<file path="src/rtl/channel_pkg.sv">
// Shared types and helpers for the channel_mac multiply/accumulate channel.
package channel_pkg;

  typedef enum logic [1:0] {
    S_IDLE  = 2'd0,
    S_ROW   = 2'd1,
    S_DRAIN = 2'd2
  } state_t;

  function automatic int clog2(input int value);
    int result;
    result = 0;
    while ((1 << result) < value) result++;
    return result;
  endfunction

  function automatic int prod_w(input int data_w);
    return 2 * data_w;
  endfunction

endpackage

</file>
<file path="src/rtl/channel_out_fifo.sv">
// First-word fall-through result FIFO with occupancy count; head reads 0 when empty.
module channel_out_fifo
  import channel_pkg::*;
#(
  parameter int WIDTH = 32,
  parameter int DEPTH = 8,
  parameter int CNT_W = 4
) (
  input  logic             i_clk,
  input  logic             i_rst_n,
  input  logic             i_push,
  input  logic [WIDTH-1:0] i_din,
  input  logic             i_pop,
  output logic [WIDTH-1:0] o_dout,
  output logic             o_empty,
  output logic             o_full,
  output logic [CNT_W-1:0] o_count
);
  localparam int PTR_W = clog2(DEPTH);

  logic [WIDTH-1:0] r_mem [DEPTH];
  logic [PTR_W-1:0] r_wptr, r_rptr;
  logic [CNT_W-1:0] r_count;
  logic             w_rd;

  assign o_empty = (r_count == '0);
  assign o_full  = (r_count == CNT_W'(DEPTH));
  assign o_count = r_count;
  assign o_dout  = o_empty ? '0 : r_mem[r_rptr];
  assign w_rd    = i_pop & ~o_empty;

  always_ff @(posedge i_clk) begin
    if (i_push) r_mem[r_wptr] <= i_din;
  end

  always_ff @(posedge i_clk or negedge i_rst_n) begin
    if (!i_rst_n) begin
      r_wptr  <= '0;
      r_rptr  <= '0;
      r_count <= '0;
    end else begin
      if (i_push) r_wptr <= r_wptr + 1'b1;
      if (w_rd)   r_rptr <= r_rptr + 1'b1;
      r_count <= r_count + CNT_W'(i_push) - CNT_W'(w_rd);
    end
  end

  // Upstream credit accounting guarantees a free slot for every push.
  always @(posedge i_clk) begin
    if (i_rst_n) assert (!(i_push && o_full));
  end

endmodule

</file>
<file path="src/rtl/channel_mac.sv">
// Lock-step operand pop, multiply, optional row accumulate, credit-managed result FIFO.
// Define CHANNEL_MAC_SAT_EN for a saturating accumulator and the o_acc_ovf pulse.
//   state   | meaning
//   S_IDLE  | waiting for the first operand pair of a row
//   S_ROW   | issuing the remaining elements of the row
//   S_DRAIN | row fully issued, waiting for its last product to be pushed
module channel_mac
  import channel_pkg::*;
#(
  parameter int DATA_W    = 8,
  parameter int ROW_LEN_W = 8,
  parameter int ACC_W     = 32,
  parameter int OUT_DEPTH = 8
) (
  input  logic                 i_clk,
  input  logic                 i_rst_n,
  input  logic [ROW_LEN_W-1:0] i_row_len,
  input  logic                 i_acc_mode,
  input  logic [DATA_W-1:0]    i_matrix_val,
  input  logic                 i_matrix_val_empty,
  output logic                 o_matrix_val_rd_en,
  input  logic [DATA_W-1:0]    i_vec_val,
  input  logic                 i_vec_val_empty,
  output logic                 o_vec_val_rd_en,
  input  logic                 i_mult_rd_en,
  output logic                 o_mult_empty,
  output logic                 o_mult_full,
  output logic [ACC_W-1:0]     o_mult_out,
`ifdef CHANNEL_MAC_SAT_EN
  output logic                 o_acc_ovf,
`endif
  output logic                 o_busy
);
  localparam int PROD_W = prod_w(DATA_W);
  localparam int CNT_W  = clog2(OUT_DEPTH + 1);

  state_t                 r_state, w_state_nxt;
  logic [ROW_LEN_W-1:0]   r_len, r_cnt, w_len_nxt, w_cnt_nxt;
  logic                   r_mode, w_mode_nxt, r_live;
  logic [CNT_W-1:0]       r_resv, w_fifo_count;
  logic                   w_start, w_operands, w_need_credit, w_credit_ok;
  logic                   w_issue, w_first, w_last, w_push, w_row_done, w_load;
  logic                   r_v1, r_first1, r_last1, r_mode1;
  logic                   r_v2, r_first2, r_last2, r_mode2;
  logic [PROD_W-1:0]      r_prod;
  logic [ACC_W-1:0]       r_acc, w_prod_ext, w_sum;

  assign w_operands  = r_live & ~i_matrix_val_empty & ~i_vec_val_empty;
  assign w_credit_ok = ({1'b0, w_fifo_count} + {1'b0, r_resv}) < (CNT_W+1)'(OUT_DEPTH);
  assign w_row_done  = r_v2 & r_last2;
  assign w_push      = r_v2 & (~r_mode2 | r_last2);

  always_comb begin
    w_state_nxt   = r_state;
    w_len_nxt     = r_len;
    w_cnt_nxt     = r_cnt;
    w_mode_nxt    = r_mode;
    w_start       = 1'b0;
    w_need_credit = 1'b0;
    w_issue       = 1'b0;
    w_first       = 1'b0;
    w_last        = 1'b0;
    unique case (r_state)
      S_IDLE:  w_start = 1'b1;
      S_ROW: begin
        w_need_credit = ~r_mode;
        w_issue       = w_operands & (r_mode | w_credit_ok);
        if (w_issue) begin
          w_cnt_nxt = r_cnt + 1'b1;
          w_last    = (w_cnt_nxt == r_len);
          if (w_last) w_state_nxt = S_DRAIN;
        end
      end
      S_DRAIN: begin
        if (w_row_done) begin
          w_state_nxt = S_IDLE;
          w_start     = 1'b1;
        end
      end
      default: w_state_nxt = S_IDLE;
    endcase
    // The first issue of every row reserves a slot in either mode.
    if (w_start) begin
      w_need_credit = 1'b1;
      w_issue       = w_operands & w_credit_ok;
      if (w_issue) begin
        w_len_nxt   = (i_row_len == '0) ? ROW_LEN_W'(1) : i_row_len;
        w_mode_nxt  = i_acc_mode;
        w_cnt_nxt   = ROW_LEN_W'(1);
        w_first     = 1'b1;
        w_last      = (i_row_len <= ROW_LEN_W'(1));
        w_state_nxt = w_last ? S_DRAIN : S_ROW;
      end
    end
  end

  assign o_matrix_val_rd_en = w_issue;
  assign o_vec_val_rd_en    = w_issue;
  assign o_busy             = (r_state != S_IDLE) | r_v1 | r_v2;

  always_ff @(posedge i_clk or negedge i_rst_n) begin
    if (!i_rst_n) begin
      r_state  <= S_IDLE;
      r_len    <= '0;
      r_cnt    <= '0;
      r_mode   <= 1'b0;
      r_live   <= 1'b0;
      r_resv   <= '0;
      r_v1     <= 1'b0;
      r_first1 <= 1'b0;
      r_last1  <= 1'b0;
      r_mode1  <= 1'b0;
      r_v2     <= 1'b0;
      r_first2 <= 1'b0;
      r_last2  <= 1'b0;
      r_mode2  <= 1'b0;
      r_prod   <= '0;
      r_acc    <= '0;
    end else begin
      r_state  <= w_state_nxt;
      r_len    <= w_len_nxt;
      r_cnt    <= w_cnt_nxt;
      r_mode   <= w_mode_nxt;
      r_live   <= 1'b1;
      r_resv   <= r_resv + CNT_W'(w_issue & w_need_credit) - CNT_W'(w_push);
      r_v1     <= w_issue;
      r_first1 <= w_first;
      r_last1  <= w_last;
      r_mode1  <= w_mode_nxt;
      r_v2     <= r_v1;
      r_first2 <= r_first1;
      r_last2  <= r_last1;
      r_mode2  <= r_mode1;
      r_prod   <= PROD_W'(i_matrix_val) * PROD_W'(i_vec_val);
      if (r_v2) r_acc <= w_push ? '0 : w_sum;
    end
  end

  assign w_prod_ext = ACC_W'(r_prod);
  assign w_load     = r_first2 | ~r_mode2;

`ifdef CHANNEL_MAC_SAT_EN
  logic [ACC_W:0] w_add;
  logic           w_sat_now, r_sat, r_acc_ovf;

  assign w_add     = {1'b0, r_acc} + {1'b0, w_prod_ext};
  assign w_sat_now = ~w_load & w_add[ACC_W];
  assign w_sum     = w_load ? w_prod_ext : (w_add[ACC_W] ? '1 : w_add[ACC_W-1:0]);
  assign o_acc_ovf = r_acc_ovf;

  always_ff @(posedge i_clk or negedge i_rst_n) begin
    if (!i_rst_n) begin
      r_sat     <= 1'b0;
      r_acc_ovf <= 1'b0;
    end else begin
      r_acc_ovf <= w_push & (r_sat | w_sat_now);
      if (w_push)    r_sat <= 1'b0;
      else if (r_v2) r_sat <= r_sat | w_sat_now;
    end
  end
`else
  assign w_sum = w_load ? w_prod_ext : r_acc + w_prod_ext;
`endif

  channel_out_fifo #(
    .WIDTH (ACC_W),
    .DEPTH (OUT_DEPTH),
    .CNT_W (CNT_W)
  ) u_out_fifo (
    .i_clk   (i_clk),
    .i_rst_n (i_rst_n),
    .i_push  (w_push),
    .i_din   (w_sum),
    .i_pop   (i_mult_rd_en),
    .o_dout  (o_mult_out),
    .o_empty (o_mult_empty),
    .o_full  (o_mult_full),
    .o_count (w_fifo_count)
  );

endmodule

</file>
<file path="config.mk">
export PLATFORM = sky130hd
export DESIGN_NAME = channel_mac
export DESIGN_NICKNAME = d
export VERILOG_FILES = /design/src/rtl/channel_pkg.sv /design/src/rtl/channel_out_fifo.sv /design/src/rtl/channel_mac.sv
export SDC_FILE = /design/constraint.sdc
export NUM_CORES = 1
export LEC_CHECK = 0
export CORE_ASPECT_RATIO = 0.75
export CORE_MARGIN = 2
export CORE_UTILIZATION = 40
export DETAILED_ROUTE_END_ITERATION = 7
export HOLD_SLACK_MARGIN = 0.1
export MAX_ROUTING_LAYER = met4
export PLACE_DENSITY = 0.64
export SYNTH_ARGS = -nofsm -noshare
export SYNTH_HDL_FRONTEND = slang
export SYNTH_SLANG_ARGS = --single-unit
</file>
<file path="constraint.sdc">
create_clock -name i_clk -period 10.8 [get_ports i_clk]
set_input_delay 2.16 -clock i_clk [delete_from_list [all_inputs] [get_ports i_clk]]
set_output_delay 2.16 -clock i_clk [all_outputs]
set_load 0.1 [all_outputs]
</file>
**Word level (Yosys, flattened, before mapping)**

Memories as Yosys holds them, arrays and structs flattened.
Index checks and enable logic that the tools add are counted.
W data, S select, Z words.

- Eq/ne operators: 4
- Add/sub/neg operators: 9
- Bitwise gates (word level): 18
- Magnitude comparators: 2
- Mux-type cells: 29
- Reduce and logical (&&, ||, !) cells: 5
- $mul: 1

Operators with widths:

| operator | count |
|---|---|
| $mux W32 | 3 |
| $mux W8 | 5 |
| $add A32 B16 Y32 | 1 |
| $mul A8 B8 Y16 | 1 |
| $mux W1 | 13 |
| $mux W2 | 6 |
| $add A4 B1 Y4 | 2 |
| $add A8 B1 Y8 const B | 1 |
| $and A1 B1 Y1 | 8 |
| $eq A8 B8 Y1 | 1 |
| $le A8 B1 Y1 const B | 1 |
| $logic_not A8 Y1 | 1 |
| $sub A4 B1 Y4 | 2 |
| $add A3 B1 Y3 const B | 2 |
| $pmux W2 S3 | 1 |
| $add A4 B4 Y5 | 1 |
| $lt A5 B4 Y1 const B | 1 |
| $not A1 Y1 | 5 |
| $or A1 B1 Y1 | 5 |
| $eq A4 B4 Y1 const B | 1 |
| $logic_not A4 Y1 | 1 |
| $eq A2 B1 Y1 const B | 1 |
| $eq A2 B2 Y1 const B | 1 |
| $logic_not A2 Y1 | 1 |
| other kinds (3) | 3 |

- Memory bits (writable): 256
- Bits in registers: 89
- Output and inout bits: 37
- Memories kept: 1
- Input port bits: 30
- Word-level logic and storage cells: 87

Memories:

| memory | words | bits a word | read ports | clocked after Yosys merged registers in | write ports | RTL line | source |
|---|---|---|---|---|---|---|---|
| u_out_fifo.r_mem | 8 | 32 | 1 | 0 | 1 | channel_out_fifo.sv:21 | `logic [WIDTH-1:0] r_mem [DEPTH];` |

**Longest topological paths before layout**

Gate-level depths: netlist of run 1.

- Depth after elaboration: 9
- Gate-level depth with buffers: 17
- Mapped depth without buffers: 17

**Modules after synthesis**

Synthesis of run 1 repeated with hierarchy kept, for this count alone.

- Cell total of the unflattened synthesis: 1167
- Area total of the unflattened synthesis: 17076.4 um2

By module, submodules not included:

| module | times used | area an instance (um2) | cells each | seq. area each (um2) |
|---|---|---|---|---|
| channel_out_fifo | 1 | 10238.6 | 430 | 7937.6 |
| channel_mac | 1 | 6837.8 | 737 | 1976.9 |

**Least setup slack after synthesis of run 1**

OpenSTA, ideal clock, no wires.

- Path type: input -> output
- From: input port i_matrix_val_empty
- To: output port o_vec_val_rd_en
- Data arrival time: 3970 ps
- Stages on the path: 6
- Required time: 8640 ps
- Path buffers: 2
- Slack: 4670 ps
- Cells stage by stage: nor3b_1 o21ai_1 or2_1 buf_2 nand2_1 buf_4

- Word-level cells in the longest chain between the ends: 6
- Elaborated cells between the ends (all ways): 7
- Classes of those cells: 2 x mux; 5 x bitwise

Ends and longest elaborated chain:

| item | RTL line | source |
|---|---|---|
| from (decl) | channel_mac.sv:20 | `input logic i_matrix_val_empty,` |
| $not A1 Y1 * | channel_mac.sv:48 | `assign w_operands = r_live & ~i_matrix_val_empty & ~i_vec_val_empty;` |
| $and A1 B1 Y1 * (2 in series) | channel_mac.sv:48 |  |
| $and A1 B1 Y1 | channel_mac.sv:67 | `w_issue = w_operands & (r_mode \| w_credit_ok);` |
| $mux W1 | channel_mac.sv:63 | `unique case (r_state)` |
| $mux W1 * | channel_mac.sv:83 | `if (w_start) begin` |
| to (decl) | channel_mac.sv:24 | `output logic o_vec_val_rd_en,` |

Mark *: on every way between the ends. The rest lies on a longest branch, timed or not.

**Worst setup path after layout of run 1**

- From: input port i_matrix_val_empty
- To: output port o_matrix_val_rd_en

- Word-level cells in the longest chain between the ends: 6
- Elaborated cells between the ends (all ways): 7
- Classes of those cells: 2 x mux; 5 x bitwise

Ends and longest elaborated chain:

| item | RTL line | source |
|---|---|---|
| $not A1 Y1 * | channel_mac.sv:48 |  |
| $and A1 B1 Y1 * (2 in series) | channel_mac.sv:48 |  |
| $and A1 B1 Y1 | channel_mac.sv:67 |  |
| $mux W1 | channel_mac.sv:63 |  |
| $mux W1 * | channel_mac.sv:83 |  |
| to (decl) | channel_mac.sv:21 | `output logic o_matrix_val_rd_en,` |

Marked as above.

==> results.sh, run 1 <==
export IMPL_status="complete, no violations"
export IMPL_max_cap_violations=0
export IMPL_cts_max_path_buffers=3
export IMPL_clk_latency_ns=0.53
export IMPL_hold_slack_ns=0.348
export IMPL_final_common_cell="edfxtp_1"
export IMPL_core_sq_um=42100
export IMPL_crit_cells=5
export IMPL_crit_path_max_fanout=13
export IMPL_worstSetupPathType="in2out"
export IMPL_finalWorstSetupSlack_ns=3.84
export IMPL_portBuffers=66
export IMPL_numClockSinks=345
export IMPL_grt_ovfl_total=0
export IMPL_via_count=9994
export IMPL_drt_iter0_drc=815
export IMPL_die_area_sq_um=44400
export IMPL_drv_slew=0
export IMPL_synth_cell_types=73
export IMPL_synth_edf_count=256
export IMPL_drc=0
export IMPL_worst_path_buf_inv=2
export IMPL_cp_slowest_stage_delay_ns=1.17
export IMPL_p_per_area_nw_per_um2=274
export IMPL_dp_slack_ns=3.81
export IMPL_ys_seq_elements=345
export IMPL_synthesis_nets=1366
export IMPL_antenna_found_initial=0
export IMPL_ios=67
export IMPL_cp_arrival_ns=4.80
export IMPL_critical_path_top_delay_family="buffers and inverters"
export IMPL_num_rows=65
export IMPL_cts_clk_slew_worst_paths_ns=0.05
export IMPL_ys_warn_count=0
export IMPL_vias_per_cell=5.26
export IMPL_cts_htree_levels=2
export IMPL_place_inst=1836
export IMPL_synth_cells=1229
export IMPL_stdcell_area_sq_um=19500
export IMPL_clock_fmax_mhz=144
export IMPL_root_buffer="clkbuf_16"
export IMPL_dieWidth_microns=243
export IMPL_final_hold_viol_count=0
export IMPL_crit_path_start_kind="input port"
export IMPL_placedInstanceArea_sq_um=18400
export IMPL_detail_route_first_pass_iterations=5
export IMPL_min_period_over_period_pct=64.5
export IMPL_async_flop_share_pct=25.8
export IMPL_ant_nets=0
export IMPL_min_period_ns=6.96
export IMPL_setup_viol=0
export IMPL_synthToLayoutAreaGrowth_pct=14.3
export IMPL_nNetsFinal=1441
export IMPL_setup_worst_path_end_class="primary output"
export IMPL_wl_per_cell_microns=18.7
export IMPL_leakage_nw=7.33
export IMPL_cp_slowest_cell="clkdlybuf4s50_1"
export IMPL_hold_depth=0
export IMPL_gp_congestion=0.859
export IMPL_cp_required_ns=8.64
export IMPL_die_h_microns=183
export IMPL_syn_area_per_cell_sq_um=13.9
export IMPL_grt_pass1_vias=10351
export IMPL_rsz0062_at_grt="no"
export IMPL_irDropWorstVdd_v=0.000246
export IMPL_yosysSeqAreaShare_pct=58.1
export IMPL_wirelength_mm=35.5
export IMPL_post_dp_hpwl_mm=22.3
export IMPL_post_cts_setup_buffers=0
export IMPL_drive_above_1_share_pct=12.1
export IMPL_tightest_slew_ns=1.27
export IMPL_cts_hold_buf=0
export IMPL_cts_buffers=35
export IMPL_grt_total_usage_pct=16.9
export IMPL_ctsResizeCount=0
export IMPL_ff2ff_path_depth=9
export IMPL_crit_top_cell="clkdlybuf4s50_1"
export IMPL_hold_class="reg2reg"
export IMPL_syn_area_sq_um=17100
export IMPL_grt_start_max_net_pins=73
export IMPL_maxSlewHeadroom_pct=14.3
export IMPL_fin_worst_skew_ns=0.00888
export IMPL_synthFlopType="edfxtp_1"
export IMPL_cts_tree="done"
export IMPL_layout_common_cells="edfxtp_1, nand2_1, nor2_1, dfrtp_1, inv_1"
export IMPL_finalNonFillerCells=1899
export IMPL_initial_core_util_pct=40.5
export IMPL_antenna_cells=0
export IMPL_fin_setup_tns_ns=0
export IMPL_cp_cell_sequence="clkdlybuf4s50_1, nor3b_1, nand3_1, nand2_1, clkdlybuf4s50_1"
export IMPL_grt_pass1_wl_mm=57.3
==> cell type report <==
type | instances | area, sq um
fill | 3758 | 22600
sequential | 345 | 9920
multi-input combinational | 764 | 6750
clock buffer | 44 | 920
timing repair buffer | 83 | 786
tap | 569 | 712
inverter | 75 | 282
clock inverter | 19 | 158
==> cells in the mapped netlist (all sizes together) (17+ instances only) <==
cell type,n,area (sq um)
a21oi,30,154
a22o,19,166
and2,52,325
buf,17,78.8
clkbuf,28,106
dfrtp,89,2230
edfxtp,256,7690
fa,39,781
ha,68,851
inv,74,278
mux2i,34,340
mux4,64,1440
nand2,110,413
nor2,89,334
o21ai,40,200
xnor2,42,368
xor2,17,149
==> report_power, final <==
part	internal [mW]	switching [mW]	leakage (nW)
clock network	0.636	0.501	0.520
logic	0.793	1.65	3.39
registers	1.65	0.129	3.42
total	3.08	2.28	7.33
==> cell families after synthesis <==
| group | synth area share (%) |
|---|---|
| AO/OA/AOI/OAI | 5.79 |
| other | 0.0220 |
| XOR/XNOR | 3.03 |
| multiplexers | 10.6 |
| buffers and inverters | 2.73 |
| flip-flops | 58.1 |
| adder cells (fa/ha/maj) | 9.55 |
| AND/OR/NAND/NOR | 10.2 |
==> sequential cells by signal (all words and copies together), names as in the netlist <==
name and cells:
r_last1 1, r_cnt 8, r_state 2, r_resv 4, r_mode1 1, r_v1 1
r_first2 1, u_out_fifo.r_mem 256, r_last2 1, r_first1 1, r_prod 16, r_v2 1
r_acc 32, r_live 1, r_len 8, u_out_fifo.r_rptr 3, r_mode2 1, u_out_fifo.o_count 4
u_out_fifo.r_wptr 3
==> per-stage QoR <==
step / total power, mW / utilization, %
global route: 5.67 / 46.3
floorplan: 3.67 / -
finish: 5.36 / 46.3
detailed placement: 4.27 / 43.8
global placement: 4.23 / 43.8
CTS: 5.42 / 46.3
==> path summary, 6_finish.rpt <==
check	slack (ns)	start	to
max	3.84	i_matrix_val_empty	o_matrix_val_rd_en
min	0.35	r_last1	r_last2
max reg2reg	7.03	r_prod[0]	u_out_fifo.r_mem[2][22]
min reg2reg	0.35	r_last1	r_last2
max in group asynchronous	8.04	i_rst_n	u_out_fifo.r_rptr[0]
min in group asynchronous	1.49	i_rst_n	r_len[3]
==> per-layer routing <==
| metal | GRT usage, % | share of wire (%) | vias to the layer above | wire length (microns) |
|---|---|---|---|---|
| li1 | - | - | 4654 | - |
| met1 | 24.1 | 48 | 5081 | 16900 |
| met5 | - | 0 | - | 0 |
| met3 | 2.71 | 5.4 | 37 | 1900 |
| met2 | 25.8 | 46 | 222 | 16200 |
| met4 | 3.51 | 1.5 | 0 | 533 |
==> worst register-to-register path: stages (launching register included) <==
cell and delay (ns):
dfrtp_1 0.40, ha_1 0.24, fa_1 0.44, a211oi_1 0.33, o21a_1 0.25, o21ai_1 0.12, a2bb2oi_1 0.81, nor2_1 0.18
xnor2_1 0.17, nor2_1 0.53
Note: power is estimated with default switching activity, not from simulation.
==> inputs of run 2 (changes only) <==
==> constraint.sdc (replaced) <==
create_clock -name i_clk -period 6.54 [get_ports i_clk]
set_input_delay 1.308 -clock i_clk [delete_from_list [all_inputs] [get_ports i_clk]]
set_output_delay 1.308 -clock i_clk [all_outputs]
set_load 0.1 [all_outputs]
==> run 2 against run 1 <==
  * Non-clock buffer count increased by 4
  * First-iteration DRC count is 5.6% lower
  * Sequential power is 70% higher
  * Clock power rose by 76%
  * Sequential cell count did not move
  * Die area did not move
  * Via count decreased by 0.62%
==> results.sh, run 2 (synthesis gave the netlist of run 1 again) <==
export IMPL_cts_hold_buf=0
export IMPL_setup_worst_path_end_class="flop"
export IMPL_dp_slack_ns=0.618
export IMPL_cts_buffers=35
export IMPL_grt_total_usage_pct=16.7
export IMPL_highest_layer="met4"
export IMPL_cp_required_ns=6.95
export IMPL_wirelength_mm=34.8
export IMPL_p_sw_mw=3.77
export IMPL_vias_per_cell=5.22
export IMPL_cts_htree_levels=2
export IMPL_setup_viol=0
export IMPL_grt_ovfl_total=0
export IMPL_cts_tree="done"
export IMPL_maxSlewHeadroom_pct=18.4
export IMPL_final_hold_viol_count=0
export IMPL_largestRegisters="u_out_fifo.r_mem x256, r_acc x32, r_prod x16"
export IMPL_irDropWorstVdd_v=0.000318
export IMPL_core_sq_um=42100
export IMPL_root_buffer="clkbuf_16"
export IMPL_final_common_cell="edfxtp_1"
export IMPL_dieWidth_microns=243
export IMPL_cp_slowest_cell="clkdlybuf4s50_1"
export IMPL_crit_path_max_fanout=8
export IMPL_clk_latency_ns=0.54
export IMPL_cp_arrival_ns=5.79
export IMPL_drive_above_1_share_pct=13.0
export IMPL_drc=0
export IMPL_top_register="u_out_fifo.r_mem"
export IMPL_grt_pass1_wl_mm=57.0
export IMPL_grt_start_max_net_pins=62
export IMPL_antenna_found_initial=0
export IMPL_finalWorstSetupSlack_ns=1.16
export IMPL_pwr_share_seq_pct=33.7
export IMPL_max_cap_violations=0
export IMPL_post_dp_hpwl_mm=22.3
export IMPL_gp_congestion=0.855
export IMPL_initial_core_util_pct=40.5
export IMPL_switching_share_pct=41.9
export IMPL_critical_path_top_delay_family="adder cells"
export IMPL_leakage_nw=7.42
export IMPL_synthToLayoutAreaGrowth_pct=15.1
export IMPL_wl_per_cell_microns=18.3
export IMPL_tightest_slew_ns=1.21
export IMPL_min_period_ns=5.38
export IMPL_die_h_microns=183
export IMPL_final_core_util_pct=46.6
export IMPL_rsz0062_at_grt="no"
export IMPL_min_period_over_period_pct=82.3
export IMPL_pwr_share_comb_pct=43.9
export IMPL_numClockSinks=345
export IMPL_layout_common_cells="edfxtp_1, nand2_1, nor2_1, dfrtp_1, inv_1"
export IMPL_cts_clk_slew_worst_paths_ns=0.06
export IMPL_via_count=9932
export IMPL_status="complete, no violations"
export IMPL_num_rows=65
export IMPL_die_area_sq_um=44400
export IMPL_worstSetupPathType="in2reg"
export IMPL_hold_class="reg2reg"
export IMPL_grt_pass1_vias=10388
export IMPL_ios=67
export IMPL_portBuffers=66
export IMPL_wl_met3_mm=1.60
export IMPL_worst_path_buf_inv=4
export IMPL_antenna_cells=0
export IMPL_drv_slew=0
export IMPL_cp_cell_sequence="clkdlybuf4s50_1, nand2_1, fa_1, fa_1, inv_1, fa_1, inv_1, fa_1, inv_1, ha_1, o21a_1, o31a_1, nor4_1, nor3_1, a211oi_1, a21oi_1, xnor2_1"
export IMPL_p_per_area_nw_per_um2=457
export IMPL_pwr_share_clk_pct=22.4
export IMPL_post_cts_setup_buffers=0
export IMPL_internal_power_mw=5.22
export IMPL_ant_nets=0
export IMPL_fin_worst_skew_ns=0.0155
export IMPL_cts_max_path_buffers=3
export IMPL_ctsResizeCount=0
export IMPL_wl_met1_mm=16.8
export IMPL_drt_iter0_drc=769
export IMPL_clock_fmax_mhz=186
export IMPL_crit_top_cell="fa_1"
export IMPL_crit_path_start_kind="input port"
export IMPL_cp_slowest_stage_delay_ns=0.60
export IMPL_routed_wl_met2_mm=15.9
export IMPL_detail_route_first_pass_iterations=5
export IMPL_nNetsFinal=1445
export IMPL_fin_setup_tns_ns=0
export IMPL_largest_reg_flops=256
[run 2: cell types whose count changed in the layout (fill, tap and decap cells not counted), sizes merged]
| cell | previous run | this run |
|---|---|---|
| clkbuf | 44 | 48 |
| clkinvlp | 2 | 0 |
| clkdlybuf4s50 | 65 | 63 |
| bufinv | 1 | 2 |
| buf | 18 | 24 |
| clkinv | 15 | 12 |
[run 2: cell type report]
cell class / instances / area (sq um)
inverter: 75 / 282
tap: 569 / 712
sequential: 345 / 9920
clock buffer: 48 / 1010
clock inverter: 15 / 173
timing repair buffer: 87 / 811
multi-input combinational: 764 / 6750
fill: 3731 / 22500
[run 2: metal layers]
layer	global-route usage, %	up-vias
met4	4.00	0
li1	-	4675
met5	-	-
met2	25.9	197
met3	2.53	45
met1	23.5	5015
[run 2: metrics by stage]
step	hold WS, ns	cell area, sq um	instances	total power, mW
final	0.354	19700	1903	8.98
after CTS	0.361	19700	1903	9.10
after global routing	0.362	19700	1903	9.52
after detailed placement	0.340	18500	1840	7.05
after floorplan	0.331	17100	1229	6.05
after global placement	0.332	18500	1840	7.00
[run 2: worst register-to-register path, delay by kind of cell, from the launching register on]
kind	cells	cell delay [ns]
xor gates and xnor gates	1	0.19
AOI/OAI and AO/OA	4	1.58
and+or+nand+nor	2	0.66
adders and majority gates	2	0.68
DFF	1	0.42
[run 2: power by group through the flow]
stage,Sequential [mW],Combinational [mW],Clock (mW)
2_1_floorplan,2.85,3.20,0
3_3_place_gp,3.07,3.93,0
3_5_place_dp,3.08,3.97,0
4_1_cts,3.03,3.99,2.07
5_1_grt,3.07,4.29,2.16
6_report,3.02,3.94,2.01
[run 2: worst paths after layout]
| kind | from | to | slack [ns] | cells after the start |
|---|---|---|---|---|
| hold / removal | r_first1 | r_first2 | 0.35 | 0 |
| max in group asynchronous | i_rst_n | r_prod[0] | 4.72 | 2 |
| hold reg to reg | r_first1 | r_first2 | 0.35 | 0 |
| setup reg to reg | r_prod[0] | u_out_fifo.r_mem[5][30] | 2.72 | 9 |
| min in group asynchronous | i_rst_n | r_len[2] | 0.69 | 1 |
| setup / recovery | i_vec_val[7] | r_prod[15] | 1.16 | 17 |
==> inputs of run 3 (changes only) <==
--- a/config.mk
+++ b/config.mk
@@ -11,7 +11,7 @@
 export DETAILED_ROUTE_END_ITERATION = 7
 export HOLD_SLACK_MARGIN = 0.1
 export MAX_ROUTING_LAYER = met4
-export PLACE_DENSITY = 0.64
+export PLACE_DENSITY = 0.66
 export SYNTH_ARGS = -nofsm -noshare
 export SYNTH_HDL_FRONTEND = slang
 export SYNTH_SLANG_ARGS = --single-unit
==> constraint.sdc (replaced) <==
create_clock -name i_clk -period 4.7 [get_ports i_clk]
set_input_delay 0.94 -clock i_clk [delete_from_list [all_inputs] [get_ports i_clk]]
set_output_delay 0.94 -clock i_clk [all_outputs]
set_load 0.1 [all_outputs]
==> run 3 against run 2 <==
  * Clock skew is essentially flat
  * Combinational power is 43% higher
  * Utilization rose by 0.45 points
  * Global-route usage decreased by 0.077 points
  * Highest routed layer unchanged
==> results.sh, run 3 (synthesis gave the netlist of run 1 again) <==
export IMPL_largestRegisters="u_out_fifo.r_mem x256, r_acc x32, r_prod x16"
export IMPL_fillCellCount=3749
export IMPL_final_common_cell="edfxtp_1"
export IMPL_crit_path_max_fanout=5
export IMPL_critPathCapture="r_prod[15]"
export IMPL_ant_nets=0
export IMPL_wl_per_cell_microns=18.0
export IMPL_grt_ovfl_total=0
export IMPL_cp_startpoint="i_vec_val[4]"
export IMPL_drive_above_1_share_pct=17.0
export IMPL_pwr_share_seq_pct=33.6
export IMPL_placedInstanceArea_sq_um=18700
export IMPL_p_per_area_nw_per_um2=626
export IMPL_internal_power_mw=7.17
export IMPL_rr_startpoint="r_prod[1]"
export IMPL_initial_core_util_pct=40.5
export IMPL_cts_clk_slew_worst_paths_ns=0.06
export IMPL_finalWorstSetupSlack_ns=0.236
export IMPL_regToRegSetupSlack_ns=1.36
export IMPL_drt_iter0_drc=537
export IMPL_switching_share_pct=42.2
export IMPL_die_area_sq_um=44400
export IMPL_gp_congestion=0.852
export IMPL_dieWidth_microns=243
export IMPL_pwr_share_clk_pct=20.9
export IMPL_stdcell_area_sq_um=19800
export IMPL_p_sw_mw=5.25
export IMPL_wirelength_mm=35.0
export IMPL_irDropWorstVdd_v=0.000531
export IMPL_grt_pass1_vias=10342
export IMPL_min_period_ns=4.46
export IMPL_post_cts_setup_buffers=0
export IMPL_leakage_nw=7.63
export IMPL_grt_total_usage_pct=16.7
export IMPL_cts_buffers=34
export IMPL_detail_route_first_pass_iterations=7
export IMPL_setup_worst_path_end_class="flop"
export IMPL_fin_worst_skew_ns=0.0152
export IMPL_drv_slew=0
export IMPL_pwr_share_comb_pct=45.5
export IMPL_vias_per_cell=5.22
export IMPL_clock_fmax_mhz=224
export IMPL_worstReg2RegEnd="u_out_fifo.r_mem[1][15]"
export IMPL_largest_reg_flops=256
export IMPL_numClockSinks=345
export IMPL_antenna_found_initial=0
export IMPL_portBuffers=66
export IMPL_ios=67
export IMPL_core_sq_um=42100
export IMPL_cp_arrival_ns=4.86
export IMPL_regArea_sq_um=9920
export IMPL_die_h_microns=183
export IMPL_nNetsFinal=1487
export IMPL_grt_pass1_wl_mm=56.5
export IMPL_grt_start_max_net_pins=64
export IMPL_synthToLayoutAreaGrowth_pct=16.2
export IMPL_cts_hold_buf=0
export IMPL_min_period_over_period_pct=95.0
export IMPL_num_rows=65
export IMPL_ff2ff_path_depth=8
export IMPL_cp_required_ns=5.10
export IMPL_rsz0062_at_grt="no"
export IMPL_worstSetupPathType="in2reg"
export IMPL_drc=0
export IMPL_setup_viol=0
export IMPL_max_cap_violations=0
export IMPL_cts_tree="done"
export IMPL_antenna_cells=0
export IMPL_root_buffer="clkbuf_16"
export IMPL_tightest_slew_ns=1.30
export IMPL_maxSlewHeadroom_pct=12.5
export IMPL_hold_class="reg2reg"
export IMPL_via_count=10133
export IMPL_dp_slack_ns=-0.622
export IMPL_post_dp_hpwl_mm=23.1
export IMPL_crit_path_start_kind="input port"
export IMPL_multiInputGateArea_sq_um=6790
export IMPL_clk_latency_ns=0.53
export IMPL_fin_setup_tns_ns=0
export IMPL_top_register="u_out_fifo.r_mem"
export IMPL_status="complete, no violations"
export IMPL_layout_common_cells="edfxtp_1, nand2_1, nor2_1, buf_4, dfrtp_1"
export IMPL_cts_htree_levels=2
export IMPL_final_hold_viol_count=0
export IMPL_cts_max_path_buffers=3
run 3: cell types whose count changed in the layout (fill, tap and decap cells not counted), moves of 4 or more:
cell / before / now
clkdlybuf4s50_1: 63 / 30
buf_4: 24 / 86
dlygate4sd2_1: 0 / 8
dlymetal6s2s_1: 0 / 5
clkbuf_1: 6 / 12
clkbuf_8: 6 / 2
run 3: worst min path at each step:
stage               startpoint        to  slack (ns)  cells past startpoint
floorplan             r_first1  r_first2        0.33                      0
global placement      r_first1  r_first2        0.33                      0
detailed placement     r_last1   r_last2        0.34                      0
CTS                    r_last1   r_last2        0.35                      0
global route           r_last1   r_last2        0.36                      0
finish                r_first1  r_first2        0.35                      0
run 3: cell type report:
cell class	instances	share of cell area (%)
Timing Repair Buffer	130	5.49
Multi-Input combinational cell	764	34.2
Clock inverter	11	0.498
Sequential cell	345	50.0
Tap cell	569	3.59
Inverter	75	1.42
Clock buffer	49	4.78
run 3: metal layers:
layer,track usage (%),part of all wire [%]
met1,23.5,49
met2,25.9,46
met3,2.66,3.8
met4,3.31,1.3
met5,-,0
run 3: worst max-delay path, cell delays in order:
cell and delay (ns):
dlygate4sd2_1 0.27, and2_1 0.19, fa_2 0.41, fa_1 0.54, inv_1 0.05, fa_1 0.46
fa_1 0.54, inv_1 0.04, ha_1 0.30, o21a_1 0.19, o31a_1 0.12, nor4_2 0.28
nor3_2 0.10, a211oi_2 0.21, a21oi_1 0.11, xnor2_1 0.13
run 3: repair_timing:
| action | in CTS | in global routing |
|---|---|---|
| resized for setup | 11 | 10 |
| hold endpoints to repair | 0 | 0 |
| pin swaps | 6 | 12 |
| setup endpoints to repair | 3 | 4 |
run 3: stage by stage:
stage / power [mW] / hold WS [ns] / utilization [%] / cells
floorplan: 8.42 / 0.331 / - / 1229
global placement: 9.81 / 0.332 / 44.5 / 1883
detailed placement: 9.88 / 0.342 / 44.5 / 1883
CTS: 12.5 / 0.355 / 47.0 / 1943
global route: 13.1 / 0.361 / 47.1 / 1943
finish: 12.4 / 0.348 / 47.1 / 1943
run 3: power by group through the flow:
stage	clock, mW	combinational, mW	sequential (mW)
floorplan	0	4.45	3.97
global placement	0	5.58	4.23
detailed placement	0	5.64	4.24
CTS	2.67	5.67	4.18
global route	2.79	6.12	4.23
finish	2.60	5.65	4.17
